## src/rtl/fb_pkg.sv

```systemverilog
// Framebuffer geometry and pixel-queue entry shared by the pixel writer and its users.
package fb_pkg;

  localparam int CORDW  = 10;
  localparam int WIDTH  = 320;
  localparam int HEIGHT = 180;
  localparam int ADDRW  = $clog2(WIDTH * HEIGHT);
  localparam int COLRW  = 4;
  localparam int DEPTH  = 4;

  typedef struct packed {
    logic [ADDRW-1:0] addr;
    logic [COLRW-1:0] colr;
  } px_entry_t;

endpackage

```

## src/rtl/fb_pixel_writer_if.sv

```systemverilog
// Pixel stream (drawing engine -> writer) and framebuffer write port (writer -> memory).
//
// Handshakes:
//   pixel side : a pixel is taken in any cycle with drawing high; the engine may only
//                raise drawing in a cycle that follows a cycle with oe high.
//   memory side: we is the valid, mem_ready the ready; a write completes on the edge
//                where we && mem_ready, and addr/din hold until it does.
interface fb_pixel_writer_if #(
  parameter int CORDW = 10,
  parameter int ADDRW = 16,
  parameter int COLRW = 4
);

  logic [CORDW-1:0] x;
  logic [CORDW-1:0] y;
  logic             drawing;
  logic [COLRW-1:0] colr;
  logic             oe;
  logic             we;
  logic [ADDRW-1:0] addr;
  logic [COLRW-1:0] din;
  logic             mem_ready;

  modport master (
    output x, y, drawing, colr, mem_ready,
    input  oe, we, addr, din
  );

  modport slave (
    input  x, y, drawing, colr, mem_ready,
    output oe, we, addr, din
  );

endinterface

```

## src/rtl/fb_pixel_writer_fifo_fwft.sv

```systemverilog
// Generic first-word-fall-through FIFO; dout shows the head whenever empty is low.
module fifo_fwft #(
  parameter int DW    = 8,
  parameter int DEPTH = 4,
  localparam int PW   = $clog2(DEPTH),
  localparam int CW   = PW + 1
) (
  input  logic          clk,
  input  logic          rst,
  input  logic          push,
  input  logic [DW-1:0] din,
  input  logic          pop,
  output logic [DW-1:0] dout,
  output logic          empty,
  output logic          full,
  output logic [CW-1:0] count
);

  logic [DW-1:0] mem_q [DEPTH];
  logic [DW-1:0] mem_d [DEPTH];
  logic [PW-1:0] wr_ptr_q, wr_ptr_d;
  logic [PW-1:0] rd_ptr_q, rd_ptr_d;
  logic [CW-1:0] count_q, count_d;
  logic          do_push, do_pop;

  assign empty = (count_q == '0);
  assign full  = (count_q == CW'(DEPTH));
  assign count = count_q;
  assign dout  = mem_q[rd_ptr_q];

  // A push into a full queue is only accepted when the head leaves in the same cycle.
  assign do_pop  = pop && !empty;
  assign do_push = push && (!full || do_pop);

  always_comb begin
    mem_d    = mem_q;
    wr_ptr_d = wr_ptr_q;
    rd_ptr_d = rd_ptr_q;
    count_d  = count_q;
    if (do_push) begin
      mem_d[wr_ptr_q] = din;
      wr_ptr_d        = wr_ptr_q + 1'b1;
    end
    if (do_pop) begin
      rd_ptr_d = rd_ptr_q + 1'b1;
    end
    case ({do_push, do_pop})
      2'b10:   count_d = count_q + CW'(1);
      2'b01:   count_d = count_q - CW'(1);
      default: count_d = count_q;
    endcase
  end

  always_ff @(posedge clk) begin
    if (rst) begin
      wr_ptr_q <= '0;
      rd_ptr_q <= '0;
      count_q  <= '0;
    end else begin
      wr_ptr_q <= wr_ptr_d;
      rd_ptr_q <= rd_ptr_d;
      count_q  <= count_d;
    end
  end

  always_ff @(posedge clk) begin
    mem_q <= mem_d;
  end

endmodule

```

## src/rtl/fb_pixel_writer.sv

```systemverilog
// Clips incoming pixels to the framebuffer, linearises them and queues memory writes.
// Optional clip counter: define FB_PIXEL_WRITER_CLIP_CNT_EN to build it.
module fb_pixel_writer
  import fb_pkg::*;
#(
  parameter int CORDW  = fb_pkg::CORDW,
  parameter int WIDTH  = fb_pkg::WIDTH,
  parameter int HEIGHT = fb_pkg::HEIGHT,
  parameter int ADDRW  = fb_pkg::ADDRW,
  parameter int COLRW  = fb_pkg::COLRW,
  parameter int DEPTH  = fb_pkg::DEPTH
) (
  input  logic                clk,
  input  logic                rst,
  fb_pixel_writer_if.slave    bus,
  output logic                flushed,
  output logic [15:0]         clip_cnt
);

  localparam int CW = $clog2(DEPTH) + 1;
  localparam int EW = ADDRW + COLRW;

  logic             in_bounds;
  logic             s1_valid_q, s1_valid_d;
  logic [ADDRW-1:0] s1_addr_q, s1_addr_d;
  logic [COLRW-1:0] s1_colr_q, s1_colr_d;

  logic [EW-1:0]    fifo_dout;
  logic             fifo_empty, fifo_full;
  logic [CW-1:0]    fifo_count;
  logic [CW:0]      outstanding;
  logic             we;

  assign in_bounds = (int'(bus.x) < WIDTH) && (int'(bus.y) < HEIGHT);

  always_comb begin
    s1_valid_d = bus.drawing && in_bounds;
    s1_addr_d  = s1_addr_q;
    s1_colr_d  = s1_colr_q;
    if (bus.drawing) begin
      s1_addr_d = ADDRW'(bus.y) * ADDRW'(WIDTH) + ADDRW'(bus.x);
      s1_colr_d = bus.colr;
    end
  end

  always_ff @(posedge clk) begin
    if (rst) begin
      s1_valid_q <= 1'b0;
      s1_addr_q  <= '0;
      s1_colr_q  <= '0;
    end else begin
      s1_valid_q <= s1_valid_d;
      s1_addr_q  <= s1_addr_d;
      s1_colr_q  <= s1_colr_d;
    end
  end

  fifo_fwft #(
    .DW    (EW),
    .DEPTH (DEPTH)
  ) u_queue (
    .clk   (clk),
    .rst   (rst),
    .push  (s1_valid_q),
    .din   ({s1_addr_q, s1_colr_q}),
    .pop   (we && bus.mem_ready),
    .dout  (fifo_dout),
    .empty (fifo_empty),
    .full  (fifo_full),
    .count (fifo_count)
  );

  // Every pixel that could still land in the queue is reserved, clipped or not, so
  // the engine's one-cycle oe latency can never overrun it.
  assign outstanding = (CW+1)'(fifo_count) + (CW+1)'(s1_valid_q) + (CW+1)'(bus.drawing);

  assign we       = !fifo_empty;
  assign bus.we   = we;
  assign bus.oe   = !rst && !fifo_full && (outstanding < (CW+1)'(DEPTH));
  assign bus.addr = fifo_empty ? '0 : fifo_dout[EW-1:COLRW];
  assign bus.din  = fifo_empty ? '0 : fifo_dout[COLRW-1:0];
  assign flushed  = fifo_empty && !s1_valid_q && !bus.drawing;

`ifdef FB_PIXEL_WRITER_CLIP_CNT_EN
  logic [15:0] clip_cnt_q, clip_cnt_d;

  always_comb begin
    clip_cnt_d = clip_cnt_q;
    if (bus.drawing && !in_bounds && (clip_cnt_q != 16'hFFFF)) begin
      clip_cnt_d = clip_cnt_q + 16'd1;
    end
  end

  always_ff @(posedge clk) begin
    if (rst) begin
      clip_cnt_q <= '0;
    end else begin
      clip_cnt_q <= clip_cnt_d;
    end
  end

  assign clip_cnt = clip_cnt_q;
`else
  assign clip_cnt = '0;
`endif

endmodule

```

## src/flat_wrapper.sv

```systemverilog
// flat-port wrapper written by rule: the top's interface ports become plain ports
module fb_pixel_writer_flat import fb_pkg::*;
#(
  parameter int CORDW  = fb_pkg::CORDW,
  parameter int WIDTH  = fb_pkg::WIDTH,
  parameter int HEIGHT = fb_pkg::HEIGHT,
  parameter int ADDRW  = fb_pkg::ADDRW,
  parameter int COLRW  = fb_pkg::COLRW,
  parameter int DEPTH  = fb_pkg::DEPTH
)
  (clk, rst, flushed, clip_cnt, bus_x, bus_y, bus_drawing, bus_colr, bus_mem_ready, bus_oe, bus_we, bus_addr, bus_din);
  fb_pixel_writer_if #(.CORDW(CORDW), .ADDRW(ADDRW), .COLRW(COLRW)) bus_i ();
  input  logic clk;
  input  logic rst;
  output logic flushed;
  output logic [15:0] clip_cnt;
  input wire logic [$bits(bus_i.x)-1:0] bus_x;
  input wire logic [$bits(bus_i.y)-1:0] bus_y;
  input wire logic [$bits(bus_i.drawing)-1:0] bus_drawing;
  input wire logic [$bits(bus_i.colr)-1:0] bus_colr;
  input wire logic [$bits(bus_i.mem_ready)-1:0] bus_mem_ready;
  output wire logic [$bits(bus_i.oe)-1:0] bus_oe;
  output wire logic [$bits(bus_i.we)-1:0] bus_we;
  output wire logic [$bits(bus_i.addr)-1:0] bus_addr;
  output wire logic [$bits(bus_i.din)-1:0] bus_din;
  assign bus_i.x = bus_x;
  assign bus_i.y = bus_y;
  assign bus_i.drawing = bus_drawing;
  assign bus_i.colr = bus_colr;
  assign bus_i.mem_ready = bus_mem_ready;
  assign bus_oe = bus_i.oe;
  assign bus_we = bus_i.we;
  assign bus_addr = bus_i.addr;
  assign bus_din = bus_i.din;
  fb_pixel_writer #(.CORDW(CORDW), .WIDTH(WIDTH), .HEIGHT(HEIGHT), .ADDRW(ADDRW), .COLRW(COLRW), .DEPTH(DEPTH)) u_core (.clk(clk), .rst(rst), .bus(bus_i), .flushed(flushed), .clip_cnt(clip_cnt));
endmodule
```

## config.mk

```make
export PLATFORM = sky130hd
export DESIGN_NAME = fb_pixel_writer_flat
export DESIGN_NICKNAME = d
export VERILOG_FILES = /design/src/rtl/fb_pkg.sv /design/src/rtl/fb_pixel_writer_if.sv /design/src/rtl/fb_pixel_writer_fifo_fwft.sv /design/src/rtl/fb_pixel_writer.sv /design/src/flat_wrapper.sv
export SDC_FILE = /design/constraint.sdc
export NUM_CORES = 1
export LEC_CHECK = 0
export BUFFER_PORTS_ARGS = -buffer_cell sky130_fd_sc_hd__buf_4
export CAP_MARGIN = 0
export CORE_UTILIZATION = 48
export DETAILED_ROUTE_END_ITERATION = 8
export PLACE_DENSITY = 0.68
export REMOVE_ABC_BUFFERS = 1
export SLEW_MARGIN = 20
export SYNTH_ARGS = -nofsm -noshare
export SYNTH_HDL_FRONTEND = slang
export SYNTH_HIERARCHICAL = 1
export SYNTH_SLANG_ARGS = --single-unit
```

## constraint.sdc

```tcl
create_clock -name clk -period 3.6 [get_ports clk]
set_input_delay 0.18 -clock clk [delete_from_list [all_inputs] [get_ports clk]]
set_output_delay 0.18 -clock clk [all_outputs]
set_load 0.005 [all_outputs]
```

# Word level (Yosys, flattened, before mapping)
# Index checks and enable logic that the tools add are counted.
[word_totals]
out_inout_bits = 39
word_cells = 56
input_bits = 28
ff_bits = 108
[classes]
mux = 9
n_addsub = 7
magnitude_cmp = 6
n_mul = 1
eq_ne = 3
n_bitwise = 2
n_reduce_logical = 18
[ops]
columns = ["cell", "count"]
rows = [
  ["bitwise mux 80 bit", 1],
  ["2-to-1 mux 20 bit", 3],
  ["binary-select mux 20 bit (select 2 bit)", 1],
  ["demux 20 bit (select 2 bit)", 1],
  ["adder 16 x 10 -> 16 bit", 1],
  ["2-to-1 mux 16 bit", 1],
  ["logical AND 1 bit", 10],
  ["< comparator 10 x 8 -> 1 bit (second input constant)", 1],
  ["< comparator 10 x 9 -> 1 bit (second input constant)", 1],
  ["multiplier 10 x 3 -> 10 bit (second input constant)", 1],
  ["greater-or-equal comparator 3 bit (second input constant)", 2],
  ["NOT 2 -> 3 bit", 2],
  ["one-hot mux 3 bit (2 select lines)", 1],
  ["zero test 1 bit", 5],
  ["adder 2 x 1 -> 2 bit (second input constant)", 2],
  ["adder 3 x 1 -> 4 bit", 1],
  ["adder 4 x 1 -> 4 bit", 1],
  ["< comparator 4 x 3 -> 1 bit (second input constant)", 1],
  ["2-to-1 mux 4 bit", 1],
  ["adder 3 x 1 -> 3 bit (second input constant)", 1],
  ["equality test 3 bit (second input constant)", 1],
  ["zero test 3 bit", 1],
  ["< comparator 3 x 1 -> 1 bit (second input constant)", 1],
  ["subtractor 3 x 1 -> 3 bit (second input constant)", 1],
  ["4 further kinds", 4],
]

# Logic depth before layout (Yosys ltp)
# Gate-level depths: netlist (run 1).
[logic_depth]
word_depth = 8
depth_mapped = 12
ltp_nobuf = 11

# Modules after synthesis
# Netlist (run 1), hierarchy kept.
[modules_own_cells]
columns = ["mod", "area_each_um2", "n_inst", "cells_per_inst", "seq_area_each_um2"]
rows = [
  ["fifo_fwft", 3337.0, 1, 155, 2542.4],
  ["fb_pixel_writer", 1685.4, 1, 192, 420.4],
]

# Worst setup path before layout (run 1)
# No wires, ideal clock.
[synth_timing]
path_kind = "reg2reg"
start = "register u_core.u_queue.count_q[0] (netlist: u_core/u_queue/count[0])"
end = "register u_core.u_queue.count_q[2] (netlist: u_core/u_queue/count[2])"
stages_incl_launch_ff = 13
t_required_ps = 3530
n_path_buf = 1
arrival_ps = 2543
setup_slack_ps = 987
synth_period_minus_slack_ps = 2613
setup_time_ps = 70
cell_sequence = "dfxtp_1 > nor3_1 > clkbuf_1 > nor2b_1 > inv_1 > a21boi_2 > inv_1 > ha_1 > inv_1 > fa_1 > xor2_1 > or3_1 > a21oi_1"
[synth_via]
elab_chain_len = 8
word_cells_on_any_way = 14
cone_classes = "2 x add/sub; 3 x eq/ne; 1 x mux; 8 x reduce/logical"
[synth_lines]
columns = ["item", "line_no", "rtl"]
rows = [
  ["start: declaration", "fb_pixel_writer_fifo_fwft.sv:23", "logic [CW-1:0] count_q, count_d;"],
  ["start signal: assignment", "fb_pixel_writer_fifo_fwft.sv:62", "count_q <= count_d;"],
  ["zero test 3 bit *", "fb_pixel_writer_fifo_fwft.sv:26", "assign empty = (count_q == '0);"],
  ["via u_core.fifo_empty", "fb_pixel_writer.sv:29", "logic fifo_empty, fifo_full;"],
  ["zero test 1 bit *", "fb_pixel_writer_fifo_fwft.sv:32, fb_pixel_writer.sv:77", ""],
  ["logical AND 1 bit", "fb_pixel_writer.sv:66", ".pop (we && bus.mem_ready),"],
  ["logical AND 1 bit *", "fb_pixel_writer_fifo_fwft.sv:32", "assign do_pop = pop && !empty;"],
  ["logical OR 1 bit", "fb_pixel_writer_fifo_fwft.sv:33", "assign do_push = push && (!full || do_pop);"],
  ["logical AND 1 bit", "fb_pixel_writer_fifo_fwft.sv:33", ""],
  ["equality test 2 x 1 -> 1 bit / equality test 2 bit (equally long branches)", "fb_pixel_writer_fifo_fwft.sv:47", "case ({do_push, do_pop})"],
  ["one-hot mux 3 bit (2 select lines) / nonzero test 2 bit (equally long branches)", "--", ""],
]
# The timed path passes the listed nets; every way through them passes the cells marked *.
# A chain may end at the register's enable or synchronous reset.

# Worst setup path in the final report (run 1)
[layout_timing]
start = "register u_core.u_queue.count_q[0] (netlist: u_core/u_queue/count[0])"
end = "register u_core.u_queue.count_q[2] (netlist: u_core/u_queue/count[2])"
[layout_via]
elab_chain_len = 8
word_cells_on_any_way = 14
cone_classes = "2 x add/sub; 3 x eq/ne; 1 x mux; 8 x reduce/logical"
[layout_lines]
columns = ["item", "line_no", "rtl"]
rows = [
  ["zero test 3 bit *", "fb_pixel_writer_fifo_fwft.sv:26", ""],
  ["via u_core.fifo_empty", "fb_pixel_writer.sv:29", ""],
  ["zero test 1 bit *", "fb_pixel_writer_fifo_fwft.sv:32, fb_pixel_writer.sv:77", ""],
  ["logical AND 1 bit", "fb_pixel_writer.sv:66", ""],
  ["logical AND 1 bit *", "fb_pixel_writer_fifo_fwft.sv:32", ""],
  ["via u_core.u_queue.do_pop", "fb_pixel_writer_fifo_fwft.sv:24", "logic do_push, do_pop;"],
  ["logical OR 1 bit", "fb_pixel_writer_fifo_fwft.sv:33", ""],
  ["logical AND 1 bit", "fb_pixel_writer_fifo_fwft.sv:33", ""],
  ["equality test 2 x 1 -> 1 bit / equality test 2 bit (equally long branches)", "fb_pixel_writer_fifo_fwft.sv:47", ""],
  ["one-hot mux 3 bit (2 select lines) / nonzero test 2 bit (equally long branches)", "--", ""],
]
# Marked as above.

==> results of run 1 <==
## per-layer routing
layer	global-route usage	share of wire	vias to the layer above
li1	-	-	1371
met1	0.206	0.44	1348
met2	0.287	0.52	65
met3	0.0251	0.031	11
met4	0.0673	0.015	0
met5	0	0	-
## cell families (layout without fill, tap and decap cells)
logic type,count (synthesis),in the layout
flops,108,108
simple gates,80,80
compound gates,44,44
buf+inv,42,87
mux,35,35
fa+ha+maj,26,26
xor+xnor,11,11
other cells,1,16
## layout by cell type (no fill, tap or decap), types with 2 or more instances in the layout
cell and n:
buf_4 56, clkinv_4 2, nor2_1 28, nand2b_1 6
xnor2_1 6, conb_1 16, nand2_1 2, o21ai_0 8
a21o_1 5, nor2b_1 23, mux4_1 2, edfxtp_1 80
mux2i_1 14, nand3_1 4, dfxtp_1 28, a311oi_2 2
or3_1 2, a211oi_1 4, a21oi_1 10, fa_1 3
o21ai_1 2, xor2_1 5, mux4_2 18, and2_1 4
a311oi_1 2, inv_8 2, clkbuf_8 9, inv_1 14
ha_1 23
## where the power goes
part           total, mW  internal, mW  switching [mW]
combinational      0.237         0.113           0.124
clock              0.678         0.267           0.411
sequential          1.39          1.37          0.0243
total               2.30          1.74           0.559
## state kept, by name, indices dropped and copies added (netlist names)
signal and flops:
u_core/u_queue/mem_q 80, u_core/s1_addr_q 16, u_core/s1_colr_q 4, u_core/u_queue/count 3
u_core/u_queue/rd_ptr_q 2, u_core/u_queue/wr_ptr_q 2, u_core/s1_valid_q 1
## worst min-delay path: stages
cell and delay [ns]:
buf_4 0.08, mux2i_1 0.05, nor2_1 0.07
## final cells by class
type	instances	area (µm²)
Clock buffer	10	128
Clock inverter	6	56.3
Fill cell	804	4270
Inverter	14	52.6
Multi-Input combinational cell	212	1890
Sequential cell	108	2960
Tap cell	133	166
Timing Repair Buffer	57	430
## metrics by stage
stage | hold slack, ns | std cells | instance area, µm² | utilization
2_1_floorplan | 0.248 | 334 | 4900 | -
3_3_place_gp | 0.402 | 523 | 5490 | 0.552
3_5_place_dp | 0.411 | 523 | 5490 | 0.552
4_1_cts | 0.00569 | 539 | 5680 | 0.570
5_1_grt | 0.0317 | 540 | 5690 | 0.571
6_report | 0.0430 | 540 | 5690 | 0.571
## worst max path at each step
stage | from | end | slack [ns] | cells past startpoint
floorplan | u_core/u_queue/count[0]$_SDFFE_PP0P_ | u_core/u_queue/count[2]$_SDFFE_PP0P_ | 0.23 | 11
global placement | bus_y[1] | u_core/s1_addr_q[15]$_SDFFE_PP0P_ | 1.04 | 9
detailed placement | bus_y[1] | u_core/s1_addr_q[15]$_SDFFE_PP0P_ | 1.00 | 9
CTS | u_core/u_queue/rd_ptr_q[0]$_SDFFE_PP0P_ | bus_addr[7] | 0.96 | 4
global route | u_core/u_queue/count[0]$_SDFFE_PP0P_ | u_core/u_queue/count[2]$_SDFFE_PP0P_ | 0.71 | 12
finish | u_core/u_queue/count[0]$_SDFFE_PP0P_ | u_core/u_queue/count[2]$_SDFFE_PP0P_ | 1.0 | 11
## timing repair
action,CTS,global route
hold buffers,0,1
endpoints found under the hold margin,0,1
endpoints found under the setup margin,0,0
==> flow_summary.toml, run 1 <==
[sta]
finalCritPeriodShare = 0.723
slew_viol_final = 0
fin_skew_ns = 0.0158
setup_viol = 0
final.setup.tns_ns = 0
finalHoldViolCount = 0
post-route-min-period_ns = 2.60
worst_pin_slew_ns = 1.04
slew_headroom = 0.308
rsz0062_at_grt = "no"
setup_ws_ns = 0.999
fmax_mhz = 384

[synth]
synth_area_leaders = "edfxtp_1 48%, dfxtp_1 11%, mux4_2 8.1%"
netlist_area_mm2 = 0.00502
muxShareOfSynthArea = 0.121
synth-compound-area-share = 0.0635
syn-mean-instance-area_um2 = 14.5
synth_edf_count = 80
yosysMostFrequentCell = "edfxtp_1"
synth_top_area_share = 0.478
synth_flop_cell = "edfxtp_1"
yosysWarnings = 6
async_flop_share = 0
synth_largest_area_cell = "edfxtp_1"
synth_top_family_by_area = "multiplexers"
synth-xor-area-share = 0.0192
ys_seq_area_frac = 0.590
yosys.area_share.simple = 0.0902
syn_inst = 347
ys_ff_latch = 108
yosys.area_share.adder = 0.0693
synth_common_cells = "80 x edfxtp_1, 28 x dfxtp_1, 28 x nor2_1"
netlist-cell-type-count = 52

[clocking]
h-tree-depth = 3
post-cts-setup-buffers = 0
cts_resized = 0
cts_inserted_buffers = 9
clock-sinks = 108
cts-root-buf = "clkbuf_8"
cts.clk_slew.worst_paths_ns = 0.11
clk_latency_ns = 0.36
cts_tree = "done"
cts_buffer_depth = 2

[place]
port_buffers = 50
pre_cts_slack_ns = 1.00
hpwl_um = 5470
finalWeightedCongestion = 0.754

[global_routing]
gr-total-overflow = 0
grt_pass1_vias = 2779
antenna_found_initial = 0
grt_max_degree = 32
grt_pass1_wl_um = 13800
gr-usage-all-layers = 0.165

[final_layout]
drive_gt1_frac = 0.243
num_antenna_cells = 0
final_nets = 456
syn_to_final_growth_pct = 13.2

[floorplan]
die_h_um = 104
die_w_um = 104
start_util = 0.505
die_area_mm2 = 0.0109
core_mm2 = 0.00995
row_count = 36
io_pins = 67

[setup_path]
critPathRequiredTime_ns = 3.90
r2r_setup_slack_ns = 1.0
reg2reg_depth = 11
cp_slowest_cell = "dfxtp_1"
crit_arrival_ns = 2.90
worstPathMaxFanout = 24
r2r-start = "u_core/u_queue/count[0]$_SDFFE_PP0P_"
max_stage_delay_ns = 0.48
critPathKind = "reg -> reg"
worstReg2RegEnd = "u_core/u_queue/count[2]$_SDFFE_PP0P_"
critPathLaunchType = "register"
crit_chain = "nor3_2 > buf_4 > nor2b_1 > o31ai_1 > inv_1 > ha_1 > inv_1 > fa_1 > xor2_1 > or3_1 > a21oi_1"
crit_top_cell = "inv_1"
path_delay_family = "simple AND/OR/NAND/NOR gates"
crit_path_end_kind = "register"
path_buf_inv = 3

[worst_hold_path]
whs_endpoint = "u_core/s1_addr_q[2]$_SDFFE_PP0P_"
hp-start = "bus_x[2]"
worstHoldPathCells = 3
min_path_type = "in -> reg"

[detailed_routing]
totalWireLength_um = 8320
drcViolationCount = 0
first_pass_iters = 4
drt.antenna.violating_nets = 0
num_vias = 2795
wire_per_inst_um = 15.4
drtIter0Drc = 118
vias_per_cell = 5.18

[power_and_ir_drop]
finalPower_mw = 2.30
max-vdd-ir-drop_mv = 0.178
p_leak_nw = 2.13
p_per_area_mw_per_mm2 = 405

[outcome]
status = "finished clean"

[flow_run]
drv_cap = 0
Note: power is estimated with default switching activity, not from simulation.
==> run 2: changes to the inputs <==
- clock period: 3.6 -> 2.5 ns (I/O delays scaled with it)
==> flow_summary.toml, run 2 (same netlist as run 1, synthesis figures left out) <==
[floorplan]
row_count = 36
die_h_um = 104
core_mm2 = 0.00995
die_w_um = 104
io_pins = 67
start_util = 0.505
die_area_mm2 = 0.0109

[place]
port_buffers = 50
finalWeightedCongestion = 0.784
place_inst = 528
hpwl_um = 5440

[detailed_routing]
drtIter0Drc = 103
totalWireLength_um = 8490
wire_per_inst_um = 15.4
drcViolationCount = 0
vias_per_cell = 5.12
drt.antenna.violating_nets = 0
first_pass_iters = 4
num_vias = 2815

[setup_path]
cp_slowest_cell = "dlygate4sd3_1"
reg2reg_depth = 10
crit_path_end_kind = "register"
worstReg2RegEnd = "u_core/u_queue/count[2]$_SDFFE_PP0P_"
critPathLaunchType = "primary input"
crit_chain = "dlygate4sd3_1 > buf_4 > ha_1 > ha_1 > nor3b_1 > a311o_1 > a311oi_2 > a2111o_1 > a311oi_2"
r2r-start = "u_core/u_queue/count[0]$_SDFFE_PP0P_"
max_stage_delay_ns = 0.53
critPathKind = "in -> reg"
crit_arrival_ns = 2.62
worstPathMaxFanout = 6
critPathRequiredTime_ns = 2.77
path_buf_inv = 2
r2r_setup_slack_ns = 0.23
path_delay_family = "compound AO/OA/AOI/OAI gates"

[worst_hold_path]
whs_endpoint = "u_core/s1_colr_q[2]$_SDFFE_PP0P_"
hp-start = "bus_colr[2]"
min_path_type = "in -> reg"
worstHoldPathCells = 3

[final_layout]
mostFrequentLayoutCell = "edfxtp_1"
multi_input_area_mm2 = 0.00189
syn_to_final_growth_pct = 15.7
fillCellCount = 797
top_register = "u_core/u_queue/mem_q"
final_cell_mix = "80 x edfxtp_1, 60 x buf_4, 28 x nor2_1, 28 x dfxtp_1, 23 x ha_1"
num_antenna_cells = 0
largestRegisters = "u_core/u_queue/mem_q (80), u_core/s1_addr_q (16), u_core/s1_colr_q (4)"
largest_register_ff_count = 80
drive_gt1_frac = 0.254
register_area_mm2 = 0.00296
instances_no_fill = 550
final_nets = 466

[clocking]
h-tree-depth = 3
cts-root-buf = "clkbuf_8"
clk_latency_ns = 0.36
cts_tree = "done"
cts_inserted_buffers = 9
post-cts-setup-buffers = 0
clock-sinks = 108
cts_buffer_depth = 2
cts.clk_slew.worst_paths_ns = 0.10

[global_routing]
grt_max_degree = 32
grt_pass1_vias = 2738
gr-usage-all-layers = 0.165
antenna_found_initial = 0
gr-total-overflow = 0
grt_pass1_wl_um = 13800

[power_and_ir_drop]
p_leak_nw = 2.19
max-vdd-ir-drop_mv = 0.290
p_per_area_mw_per_mm2 = 590

[sta]
rsz0062_at_grt = "no"
fmax_mhz = 426
finalHoldViolCount = 0
finalCritPeriodShare = 0.940
post-route-min-period_ns = 2.35
setup_viol = 0
whs_ns = 0.0162
slew_viol_final = 0
fin_skew_ns = 0.0141

[outcome]
status = "finished clean"

[flow_run]
drv_cap = 0
## run 2: worst reg2reg max path, cell delays in order (launching register included)
cell	delay [ns]
dfxtp_1	0.48
nor3_2	0.10
nor2b_2	0.21
o31ai_1	0.13
inv_1	0.07
ha_1	0.18
inv_1	0.06
fa_1	0.37
xor2_1	0.16
or3_1	0.31
a21oi_1	0.14
## run 2: worst max path at each step
stage,start,end,slack [ns],cells past startpoint
after floorplan,u_core/u_queue/count[0]$_SDFFE_PP0P_,u_core/u_queue/count[2]$_SDFFE_PP0P_,-0.87,11
after global placement,bus_y[1],u_core/s1_addr_q[15]$_SDFFE_PP0P_,-0.0004,9
after detailed placement,bus_y[1],u_core/s1_addr_q[15]$_SDFFE_PP0P_,-0.09,9
after CTS,u_core/u_queue/count[0]$_SDFFE_PP0P_,u_core/u_queue/count[2]$_SDFFE_PP0P_,0.12,10
after global routing,bus_y[7],u_core/s1_addr_q[15]$_SDFFE_PP0P_,0.01,9
final,bus_y[7],u_core/s1_addr_q[15]$_SDFFE_PP0P_,0.15,9
## run 2: power by group
| group | internal, mW | switching [mW] |
|---|---|---|
| logic | 0.172 | 0.183 |
| clock network | 0.479 | 0.593 |
| registers | 1.97 | 0.0352 |
| total | 2.62 | 0.812 |
## run 2: what timing repair did
item / 4_1_cts / 5_1_grt
gates resized for setup: 0 / 2
hold buffers: 6 / 0
hold endpoints to repair: 6 / 0
endpoints found under the setup margin: 0 / 2
## run 2: metal layers
layer	track usage	wire length, µm	vias to the layer above
li1	-	-	1397
met1	0.220	3880	1345
met2	0.275	4240	65
met3	0.0219	274	8
met4	0.0612	92	0
met5	0	0	-
## run 2: area by class of cell
class                   instances  area share
multi-input cells             212       0.326
well taps                     133      0.0286
inverters                      14     0.00904
flip-flops and latches        108       0.510
clock buffers                   9      0.0213
clock inverters                 7      0.0142
repair buffers                 67      0.0913
## run 2: stage by stage
step | util | total power, mW | setup TNS, ns | instance area (µm²) | worst slack, ns
floorplan | - | 2.26 | -26.89 | 4900 | -0.873
detailed placement | 0.557 | 2.39 | -0.0855 | 5540 | -0.0855
finish | 0.584 | 3.43 | 0 | 5810 | 0.151
global route | 0.584 | 3.57 | 0 | 5810 | 0.0142
global placement | 0.557 | 2.38 | -0.000412 | 5540 | -0.000412
CTS | 0.584 | 3.46 | 0 | 5810 | 0.121
